`config.mk`:
```
export PLATFORM = sky130hd
export DESIGN_NAME = i281_exec_sequencer_flat
export DESIGN_NICKNAME = d
export VERILOG_FILES = /design/src/rtl/i281_seq_defs.sv /design/src/rtl/i281_exec_sequencer_if.sv /design/src/rtl/i281_sat_counter.sv /design/src/rtl/i281_exec_sequencer.sv /design/src/flat_wrapper.sv
export SDC_FILE = /design/constraint.sdc
export NUM_CORES = 1
export LEC_CHECK = 0
export ABC_AREA = 1
export BUFFER_PORTS_ARGS = -buffer_cell sky130_fd_sc_hd__buf_2
export CAP_MARGIN = 40
export CELL_PAD_IN_SITES_DETAIL_PLACEMENT = 1
export CELL_PAD_IN_SITES_GLOBAL_PLACEMENT = 2
export CORE_ASPECT_RATIO = 1.5
export CORE_MARGIN = 8
export CORE_UTILIZATION = 32
export DETAILED_ROUTE_END_ITERATION = 6
export PLACE_DENSITY = 0.84
export SLEW_MARGIN = 20
export SYNTH_ARGS = -nofsm -noshare
export SYNTH_HDL_FRONTEND = slang
export SYNTH_SLANG_ARGS = --single-unit
```
`constraint.sdc`:
```
create_clock -name clock -period 4.73 [get_ports clock]
set_input_delay 0.473 -clock clock [delete_from_list [all_inputs] [get_ports clock]]
set_output_delay 0.473 -clock clock [all_outputs]
set_load 0.02 [all_outputs]
```
`src/rtl/i281_seq_defs.sv`:
```
// i281_seq_defs: shared state encodings for the i281 run/step/breakpoint sequencer
package i281_seq_defs;
  localparam int STATE_W = 2;
  localparam logic [STATE_W-1:0] ST_HALT = 2'd0;
  localparam logic [STATE_W-1:0] ST_RUN  = 2'd1;
  localparam logic [STATE_W-1:0] ST_STEP = 2'd2;
  localparam logic [STATE_W-1:0] ST_BRK  = 2'd3;
endpackage

```
`src/rtl/i281_exec_sequencer_if.sv`:
```
// i281_exec_sequencer_if: control/status bundle between board controls and the sequencer
interface i281_exec_sequencer_if #(parameter int PC_W = 6, parameter int CNT_W = 16);
  logic             run_req;
  logic             step_req;
  logic             halt_req;
  logic             bp_en;
  logic [PC_W-1:0]  bp_addr;
  logic [PC_W-1:0]  current_pc;
  logic             multicycle_flag;
  logic             clr_cnt;
  logic             cpu_run;
  logic             instr_done;
  logic [1:0]       state;
  logic             halted;
  logic             bp_flag;
  logic [CNT_W-1:0] cycle_count;
  logic [CNT_W-1:0] instr_count;
  modport master (
    output run_req, step_req, halt_req, bp_en, bp_addr, current_pc, multicycle_flag, clr_cnt,
    input  cpu_run, instr_done, state, halted, bp_flag, cycle_count, instr_count
  );
  modport slave (
    input  run_req, step_req, halt_req, bp_en, bp_addr, current_pc, multicycle_flag, clr_cnt,
    output cpu_run, instr_done, state, halted, bp_flag, cycle_count, instr_count
  );
endinterface

```
`src/rtl/i281_sat_counter.sv`:
```
// i281_sat_counter: counter that sticks at all-ones; clear wins over increment
module i281_sat_counter #(parameter int W = 16) (
  input  logic         clock,
  input  logic         reset,
  input  logic         inc,
  input  logic         clr,
  output logic [W-1:0] q
);
  logic [W-1:0] q_d;
  assign q_d = clr ? '0 : (inc & ~&q) ? q + 1'b1 : q;
  always_ff @(posedge clock or negedge reset)
    if (!reset) q <= '0;
    else q <= q_d;
endmodule

```
`src/rtl/i281_exec_sequencer.sv`:
```
// i281_exec_sequencer: run/step/halt/breakpoint control producing the CPU-wide run enable
module i281_exec_sequencer
  import i281_seq_defs::*;
#(
  parameter int PC_W   = 6,
  parameter int MC_LEN = 2,
  parameter int CNT_W  = 16
) (
  input logic clock,
  input logic reset,
  i281_exec_sequencer_if.slave bus
);
  localparam int MCW = $clog2(MC_LEN);
  localparam logic [MCW-1:0] MC_LAST = MCW'(MC_LEN - 1);
  logic [STATE_W-1:0] state_q, state_d;
  logic [MCW-1:0] mc_cnt_q, mc_cnt_d;
  logic step_q, bp_skip_q, bp_skip_d;
  logic step_pulse, bp_hit, cpu_run, instr_done, go_run, halted, skip_set;
  assign step_pulse = bus.step_req & ~step_q;
  assign bp_hit     = bus.bp_en & (mc_cnt_q == '0) & (bus.current_pc == bus.bp_addr) & ~bp_skip_q;
  assign cpu_run    = (state_q == ST_RUN & ~bp_hit) | (state_q == ST_STEP);
  assign instr_done = cpu_run & (~bus.multicycle_flag | mc_cnt_q == MC_LAST);
  assign go_run     = bus.run_req & ~bus.halt_req;
  assign halted     = state_q == ST_HALT | state_q == ST_BRK;
  always_comb begin
    case (state_q)
      ST_HALT: state_d = step_pulse ? ST_STEP : go_run ? ST_RUN : ST_HALT;
      ST_RUN:  state_d = bp_hit ? ST_BRK : (instr_done & ~go_run) ? ST_HALT : ST_RUN;
      ST_STEP: state_d = instr_done ? ST_HALT : ST_STEP;
      default: state_d = step_pulse ? ST_STEP : bus.run_req ? ST_BRK : ST_HALT;
    endcase
  end
  // Any resume from a stopped state lets the current PC through one breakpoint check
  assign skip_set  = halted & (state_d == ST_STEP | state_d == ST_RUN);
  assign bp_skip_d = skip_set ? 1'b1 : instr_done ? 1'b0 : bp_skip_q;
  assign mc_cnt_d  = (instr_done | ~bus.multicycle_flag) ? '0 : cpu_run ? mc_cnt_q + 1'b1 : mc_cnt_q;
  always_ff @(posedge clock or negedge reset) begin
    if (!reset) begin
      state_q   <= ST_HALT;
      mc_cnt_q  <= '0;
      step_q    <= 1'b0;
      bp_skip_q <= 1'b0;
    end else begin
      state_q   <= state_d;
      mc_cnt_q  <= mc_cnt_d;
      step_q    <= bus.step_req;
      bp_skip_q <= bp_skip_d;
    end
  end
  assign bus.cpu_run    = cpu_run;
  assign bus.instr_done = instr_done;
  assign bus.state      = state_q;
  assign bus.halted     = halted;
  assign bus.bp_flag    = state_q == ST_BRK;
  i281_sat_counter #(.W(CNT_W)) u_cycle_cnt (
    .clock(clock), .reset(reset), .inc(cpu_run), .clr(bus.clr_cnt), .q(bus.cycle_count)
  );
  i281_sat_counter #(.W(CNT_W)) u_instr_cnt (
    .clock(clock), .reset(reset), .inc(instr_done), .clr(bus.clr_cnt), .q(bus.instr_count)
  );
endmodule

```
`src/flat_wrapper.sv`:
```
// flat-port wrapper written by rule: the top's interface ports become plain ports
module i281_exec_sequencer_flat import i281_seq_defs::*;
#(
  parameter int PC_W   = 6,
  parameter int MC_LEN = 2,
  parameter int CNT_W  = 16
)
  (clock, reset, bus_run_req, bus_step_req, bus_halt_req, bus_bp_en, bus_bp_addr, bus_current_pc, bus_multicycle_flag, bus_clr_cnt, bus_cpu_run, bus_instr_done, bus_state, bus_halted, bus_bp_flag, bus_cycle_count, bus_instr_count);
  i281_exec_sequencer_if #(.PC_W(PC_W), .CNT_W(CNT_W)) bus_i ();
  input logic clock;
  input logic reset;
  input wire logic [$bits(bus_i.run_req)-1:0] bus_run_req;
  input wire logic [$bits(bus_i.step_req)-1:0] bus_step_req;
  input wire logic [$bits(bus_i.halt_req)-1:0] bus_halt_req;
  input wire logic [$bits(bus_i.bp_en)-1:0] bus_bp_en;
  input wire logic [$bits(bus_i.bp_addr)-1:0] bus_bp_addr;
  input wire logic [$bits(bus_i.current_pc)-1:0] bus_current_pc;
  input wire logic [$bits(bus_i.multicycle_flag)-1:0] bus_multicycle_flag;
  input wire logic [$bits(bus_i.clr_cnt)-1:0] bus_clr_cnt;
  output wire logic [$bits(bus_i.cpu_run)-1:0] bus_cpu_run;
  output wire logic [$bits(bus_i.instr_done)-1:0] bus_instr_done;
  output wire logic [$bits(bus_i.state)-1:0] bus_state;
  output wire logic [$bits(bus_i.halted)-1:0] bus_halted;
  output wire logic [$bits(bus_i.bp_flag)-1:0] bus_bp_flag;
  output wire logic [$bits(bus_i.cycle_count)-1:0] bus_cycle_count;
  output wire logic [$bits(bus_i.instr_count)-1:0] bus_instr_count;
  assign bus_i.run_req = bus_run_req;
  assign bus_i.step_req = bus_step_req;
  assign bus_i.halt_req = bus_halt_req;
  assign bus_i.bp_en = bus_bp_en;
  assign bus_i.bp_addr = bus_bp_addr;
  assign bus_i.current_pc = bus_current_pc;
  assign bus_i.multicycle_flag = bus_multicycle_flag;
  assign bus_i.clr_cnt = bus_clr_cnt;
  assign bus_cpu_run = bus_i.cpu_run;
  assign bus_instr_done = bus_i.instr_done;
  assign bus_state = bus_i.state;
  assign bus_halted = bus_i.halted;
  assign bus_bp_flag = bus_i.bp_flag;
  assign bus_cycle_count = bus_i.cycle_count;
  assign bus_instr_count = bus_i.instr_count;
  i281_exec_sequencer #(.PC_W(PC_W), .MC_LEN(MC_LEN), .CNT_W(CNT_W)) u_core (.clock(clock), .reset(reset), .bus(bus_i));
endmodule
```
==> results of run 1 <==
[cell usage in the layout, fill, tap and decap left out]
master | Yosys | routed
nand2_1 | 109 | 109
buf_2 | 1 | 57
nand3_1 | 45 | 45
inv_1 | 44 | 44
nor2_1 | 41 | 41
dfrtp_1 | 37 | 37
xor2_1 | 23 | 23
nor3_1 | 11 | 11
o21ai_2 | 9 | 9
nand4_1 | 7 | 7
ha_1 | 6 | 6
inv_2 | 5 | 5
clkbuf_16 | 0 | 5
nand2_4 | 4 | 4
o21ai_0 | 4 | 4
xnor2_1 | 3 | 3
a21oi_1 | 3 | 3
nand2_2 | 3 | 3
nor3_2 | 3 | 3
nor4_4 | 1 | 1
nand4_2 | 1 | 1
nand3_4 | 1 | 1
nand3b_1 | 1 | 1
nor4_2 | 1 | 1
nor4_1 | 1 | 1
clkbuf_8 | 0 | 1
clkbuf_1 | 0 | 1
buf_12 | 0 | 1
[layer usage]
| metal | routed length (um) | global-route usage (%) |
|---|---|---|
| met3 | 272 | 2.81 |
| met1 | 3200 | 14.7 |
| met4 | 70 | 4.13 |
| met2 | 4200 | 26.4 |
| met5 | 0 | 0 |
[cell families (layout without fill, tap and decap cells)]
logic type	Yosys count	count (layout)
AO/OA/AOI/OAI	16	16
XOR/XNOR	26	26
adder cells (fa/ha/maj)	6	6
buffers and inverters	59	114
flip-flops	37	37
AND/OR/NAND/NOR	229	229
[worst paths after layout]
path | depth (start not counted) | end | startpoint
worst max-delay path | 9 | bus_instr_done | u_core.mc_cnt_q
worst min-delay path | 1 | u_core.u_instr_cnt.q[14] | reset
worst max register to register | 8 | u_core.u_cycle_cnt.q[1] | u_core.u_cycle_cnt.q[0]
worst min register to register | 1 | u_core.mc_cnt_q | u_core.mc_cnt_q
max in group asynchronous | 2 | u_core.u_cycle_cnt.q[4] | reset
min in group clock | 1 | u_core.step_q | bus_step_req
[layout make-up]
class                      count  area (sq um)
clock buffer                   7           143
fill                        1081          5090
inverter                      49           184
multi-input combinational    277          1480
sequential                    37           926
tap                          107           134
timing repair buffer          58           305
[where the power goes]
part	total, mW	leakage, nW	internal, mW	switching [mW]
Clock	0.333	0.0700	0.207	0.126
Sequential	0.381	0.505	0.346	0.0345
Combinational	0.378	1.10	0.109	0.269
[state kept, by name, summed over array words and instances (netlist names)]
signal,count
u_core.bp_skip_q,1
u_core.bus.state,2
u_core.mc_cnt_q,1
u_core.step_q,1
u_core.u_cycle_cnt.q,16
u_core.u_instr_cnt.q,16
[stage by stage]
| step | util [%] | cells |
|---|---|---|
| after global routing | 38.3 | 535 |
| final | 38.3 | 535 |
| after CTS | 38.3 | 535 |
| after detailed placement | 36.6 | 528 |
| after global placement | 36.4 | 527 |
| after floorplan | - | 373 |
==> impl_metrics.py, run 1 <==
metrics = {
    "clock_tree": {
        "holdBufCountCts": 0,
        "root_buffer": "clkbuf_16",
        "cts_tree": "yes",
        "post_cts_buffers": 0,
        "htreeDepth": 2,
        "numClockSinks": 37,
        "ctsResizeCount": 0,
        "numCtsBuffers": 5,
        "clkTransAtPathRegs_ns": 0.06,
        "clockBufferDepth": 2,
        "clock_latency_ns": 0.28,
    },
    "synthesis": {
        "synth_simple_gate_area_share_pct": 39.7,
        "synth_cells": 373,
        "syn-num-nets": 399,
        "synth.most_common_cell": "nand2_1",
        "synthTopCellsByCount": "nand2_1, nand3_1, inv_1, nor2_1, dfrtp_1",
        "synth_top_family_by_area": "simple AND/OR/NAND/NOR gates",
        "synth.avg_cell_area_sq_um": 7.15,
        "synth_top_area_cell": "dfrtp_1",
        "synth_area_leaders": "dfrtp_1, nand2_1, nand3_1",
        "synth_top_area_share_pct": 34.7,
        "yosys_warnings": 0,
        "synth_cell_types": 29,
        "synth_edf_count": 0,
        "synth-async-reset-ratio_pct": 100,
        "ys_seq_area_share_pct": 34.7,
        "synth-compound-area-share_pct": 4.27,
        "synthMuxAreaShare_pct": 0,
        "ys.flop_type": "dfrtp_1",
        "synthXorXnorAreaFrac_pct": 8.54,
        "synth.ff_latch_count": 37,
        "synthAdderAreaFrac_pct": 2.81,
        "netlist_area_sq_um": 2670,
    },
    "placed_design": {
        "placed_cell_area_sq_um": 3020,
        "place_congestion": 0.773,
        "dp_hpwl_mm": 6.06,
        "io_buffers": 57,
        "dp_slack_ns": 2.72,
    },
    "routing": {
        "dr.pass1.iters": 4,
        "vias": 2581,
        "wl_per_cell_um": 14.5,
        "drt_wl_total_mm": 7.74,
        "route.detailed.drc": 0,
        "initialDrtViolationCount": 82,
        "via_per_inst": 4.82,
        "antenna_left": 0,
    },
    "timing": {
        "grt_setup_unrepaired": "no",
        "relSlewSlack_pct": 56.9,
        "hold-worst-slack_ns": 0.109,
        "setup_ws_ns": 2.62,
        "fin_crit_sh_pct": 44.7,
        "slew_viol_final": 0,
        "worst_slew_pin_slew_ns": 0.645,
        "final.min_clock_period_ns": 2.11,
        "setup_violations": 0,
        "finClkSkew_ns": 0.00458,
        "hold_viol": 0,
        "setup_tns_ns": 0,
        "fmax_ghz": 0.473,
    },
    "cells_and_area": {
        "drive_above_1_share_pct": 21.5,
        "syn_to_final_growth_pct": 18.7,
        "diodes": 0,
        "design_area_sq_um": 3170,
        "nets": 454,
    },
    "global_route": {
        "grt_antenna_before_repair": 0,
        "grt_overflow": 0,
        "first_global_vias": 2753,
        "track_usage_pct": 13.8,
        "grt_max_degree": 35,
        "grt_pass1_wl_mm": 13.1,
    },
    "setup_path": {
        "path_cells": "nor2_1 > nand2_1 > nor2_1 > nand2_1 > o21ai_2 > nand2_4 > nand2_1 > inv_1 > buf_2",
        "path_class": "reg2out",
        "critPathMaxStageDelay_ns": 0.40,
        "reg2reg_slack_ns": 2.74,
        "required_ns": 4.26,
        "cp_top_family": "simple AND/OR/NAND/NOR gates",
        "cp.arrival_ns": 1.64,
        "cp_num_buf_inv": 2,
        "slowest_stage": "dfrtp_1",
        "cp_max_fo": 6,
        "cp-end-kind": "output port",
        "crit_path_start_kind": "flop",
        "cpMostUsedCell": "nand2_1",
    },
    "floorplanning": {
        "core_area_sq_um": 8260,
        "die_h_um": 128,
        "io_pins": 58,
        "die_width_um": 90.6,
        "dieArea_sq_um": 11600,
        "start_util_pct": 32.3,
        "rows": 41,
    },
    "power_and_ir_drop": {
        "total_power_mw": 1.09,
        "ir_worst_vdd_mv": 0.165,
        "power.density_nw_per_um2": 345,
        "p_leak_nw": 1.68,
    },
    "flow_run": {
        "drv_cap": 0,
    },
    "run_status": {
        "status": "completed",
    },
    "hold_path": {
        "hold_class": "in2async",
    },
}
No activity file was read; power rests on OpenSTA's default activity.
==> run 2: changes to the inputs <==
--- a/config.mk
+++ b/config.mk
@@ -12,9 +12,9 @@
 export CELL_PAD_IN_SITES_GLOBAL_PLACEMENT = 2
 export CORE_ASPECT_RATIO = 1.5
 export CORE_MARGIN = 8
-export CORE_UTILIZATION = 32
+export CORE_UTILIZATION = 27
 export DETAILED_ROUTE_END_ITERATION = 6
-export PLACE_DENSITY = 0.84
+export PLACE_DENSITY = 0.76
 export SLEW_MARGIN = 20
 export SYNTH_ARGS = -nofsm -noshare
 export SYNTH_HDL_FRONTEND = slang
==> constraint.sdc (replaced) <==
create_clock -name clock -period 1.9 [get_ports clock]
set_input_delay 0.19 -clock clock [delete_from_list [all_inputs] [get_ports clock]]
set_output_delay 0.19 -clock clock [all_outputs]
set_load 0.02 [all_outputs]
==> impl_metrics.py, run 2 (synthesis gave the netlist of run 1 again) <==
metrics = {
    "setup_path": {
        "r2r_cells": 8,
        "crit_path_start_kind": "flop",
        "worstReg2RegStart": "u_core.u_instr_cnt.q[1]",
        "required_ns": 1.71,
        "cp_max_fo": 4,
        "rr_endpoint": "u_core.u_instr_cnt.q[5]",
        "reg2reg_slack_ns": 0.18,
        "path_class": "reg2out",
        "cp.arrival_ns": 1.58,
        "cp-end-kind": "output port",
    },
    "routing": {
        "dr.pass1.iters": 4,
        "vias": 2683,
        "antenna_left": 0,
        "route.detailed.drc": 0,
        "drt_wl_total_mm": 8.28,
        "initialDrtViolationCount": 72,
        "wl_per_cell_um": 14.6,
        "via_per_inst": 4.74,
    },
    "power_and_ir_drop": {
        "p_leak_nw": 1.79,
        "total_power_mw": 2.92,
        "ir_worst_vdd_mv": 0.466,
        "power.density_nw_per_um2": 870,
    },
    "timing": {
        "final.min_clock_period_ns": 1.77,
        "relSlewSlack_pct": 65.3,
        "setup_tns_ns": 0,
        "finClkSkew_ns": 0.00641,
        "hold_viol": 0,
        "worst_slew_pin_slew_ns": 0.520,
        "setup_violations": 0,
        "fmax_ghz": 0.566,
        "fin_crit_sh_pct": 93.0,
        "slew_viol_final": 0,
    },
    "floorplanning": {
        "io_pins": 58,
        "dieArea_sq_um": 13400,
        "die_h_um": 138,
        "start_util_pct": 27.7,
        "core_area_sq_um": 9630,
        "rows": 44,
        "die_width_um": 97.2,
    },
    "placed_design": {
        "place_congestion": 0.787,
        "io_buffers": 57,
        "dp_hpwl_mm": 6.48,
        "dp.cells": 552,
    },
    "cells_and_area": {
        "seq_area_sq_um": 926,
        "final_cell_mix": "nand2_1, buf_2, nand3_1, inv_1, nor2_1",
        "diodes": 0,
        "nets": 477,
        "multi_input_area_sq_um": 1480,
        "final_core_util_pct": 34.9,
        "drive_above_1_share_pct": 25.9,
        "syn_to_final_growth_pct": 25.9,
        "fillers": 1235,
        "instances_no_fill": 566,
        "final_common_cell": "nand2_1",
    },
    "clock_tree": {
        "cts_tree": "yes",
        "htreeDepth": 2,
        "numClockSinks": 37,
        "numCtsBuffers": 5,
        "clock_latency_ns": 0.28,
        "clkTransAtPathRegs_ns": 0.05,
        "root_buffer": "clkbuf_16",
        "clockBufferDepth": 2,
    },
    "hold_path": {
        "holdPathStages": 1,
        "hold_class": "in2reg",
        "whs_endpoint": "u_core.step_q",
        "min-delay-start": "bus_step_req",
    },
    "global_route": {
        "track_usage_pct": 12.8,
        "grt_pass1_wl_mm": 13.9,
        "grt_overflow": 0,
        "grt_antenna_before_repair": 0,
        "grt_max_degree": 38,
        "first_global_vias": 2826,
    },
    "run_status": {
        "status": "completed",
    },
    "flow_run": {
        "drv_cap": 0,
    },
}
run 2: power by group:
group	total, mW	internal, mW	switching, mW	leakage (nW)
clock network	0.831	0.515	0.315	0.0700
logic	1.16	0.424	0.734	1.22
registers	0.936	0.862	0.0742	0.505
run 2: repair_timing:
action | 4_1_cts | 5_1_grt
hold buffers | 1 | 0
endpoints found under the hold margin | 25 | 0
pin swaps | 3 | 4
setup endpoints to repair | 1 | 3
gates resized for setup | 4 | 0
buffers inserted | 1 | 5
run 2: worst max-delay path: stages (launching register included):
cell and delay (ns):
dfrtp_1 0.38, nor2_2 0.12, nand2_1 0.05, nor2_1 0.10, nand2_1 0.08, o21ai_2 0.16
nand2_4 0.09, nand2_2 0.08, inv_2 0.06, buf_4 0.16
run 2: per-stage QoR:
step / setup slack [ns] / instance area, sq um / hold slack (ns)
CTS: 0.0246 / 3310 / 0.0302
global route: -0.000182 / 3360 / 0.0435
finish: 0.133 / 3360 / 0.0365
global placement: 0.231 / 3140 / 0.295
detailed placement: 0.166 / 3140 / 0.294
floorplan: 0.0917 / 2670 / -0.106
run 2: worst max path at each step:
stage / from / to / slack, ns / cells past startpoint
finish: u_core.bp_skip_q / bus_instr_done / 0.13 / 9
global route: u_core.bp_skip_q / bus_instr_done / -0.0002 / 9
CTS: u_core.mc_cnt_q / bus_instr_done / 0.02 / 9
detailed placement: u_core.u_instr_cnt.q[1] / u_core.u_instr_cnt.q[5] / 0.17 / 8
global placement: u_core.u_instr_cnt.q[1] / u_core.u_instr_cnt.q[11] / 0.23 / 8
floorplan: u_core.u_instr_cnt.q[0] / u_core.u_instr_cnt.q[0] / 0.09 / 9
run 2: layer usage:
layer  vias to the layer above  global-route usage, %  part of all wire [%]
li1                       1335                      -                     -
met1                      1309                   13.4                    39
met2                        33                   24.5                    56
met3                         6                   3.01                   3.9
met4                         0                   3.69                   1.0
met5                         -                      0                     0
run 2: layout make-up:
class	count	area share (%)
Inverter	49	5.47
Timing Repair Buffer	81	14.4
Multi-Input combinational cell	277	44.1
Clock buffer	7	4.25
Sequential cell	37	27.6
Tap cell	115	4.28
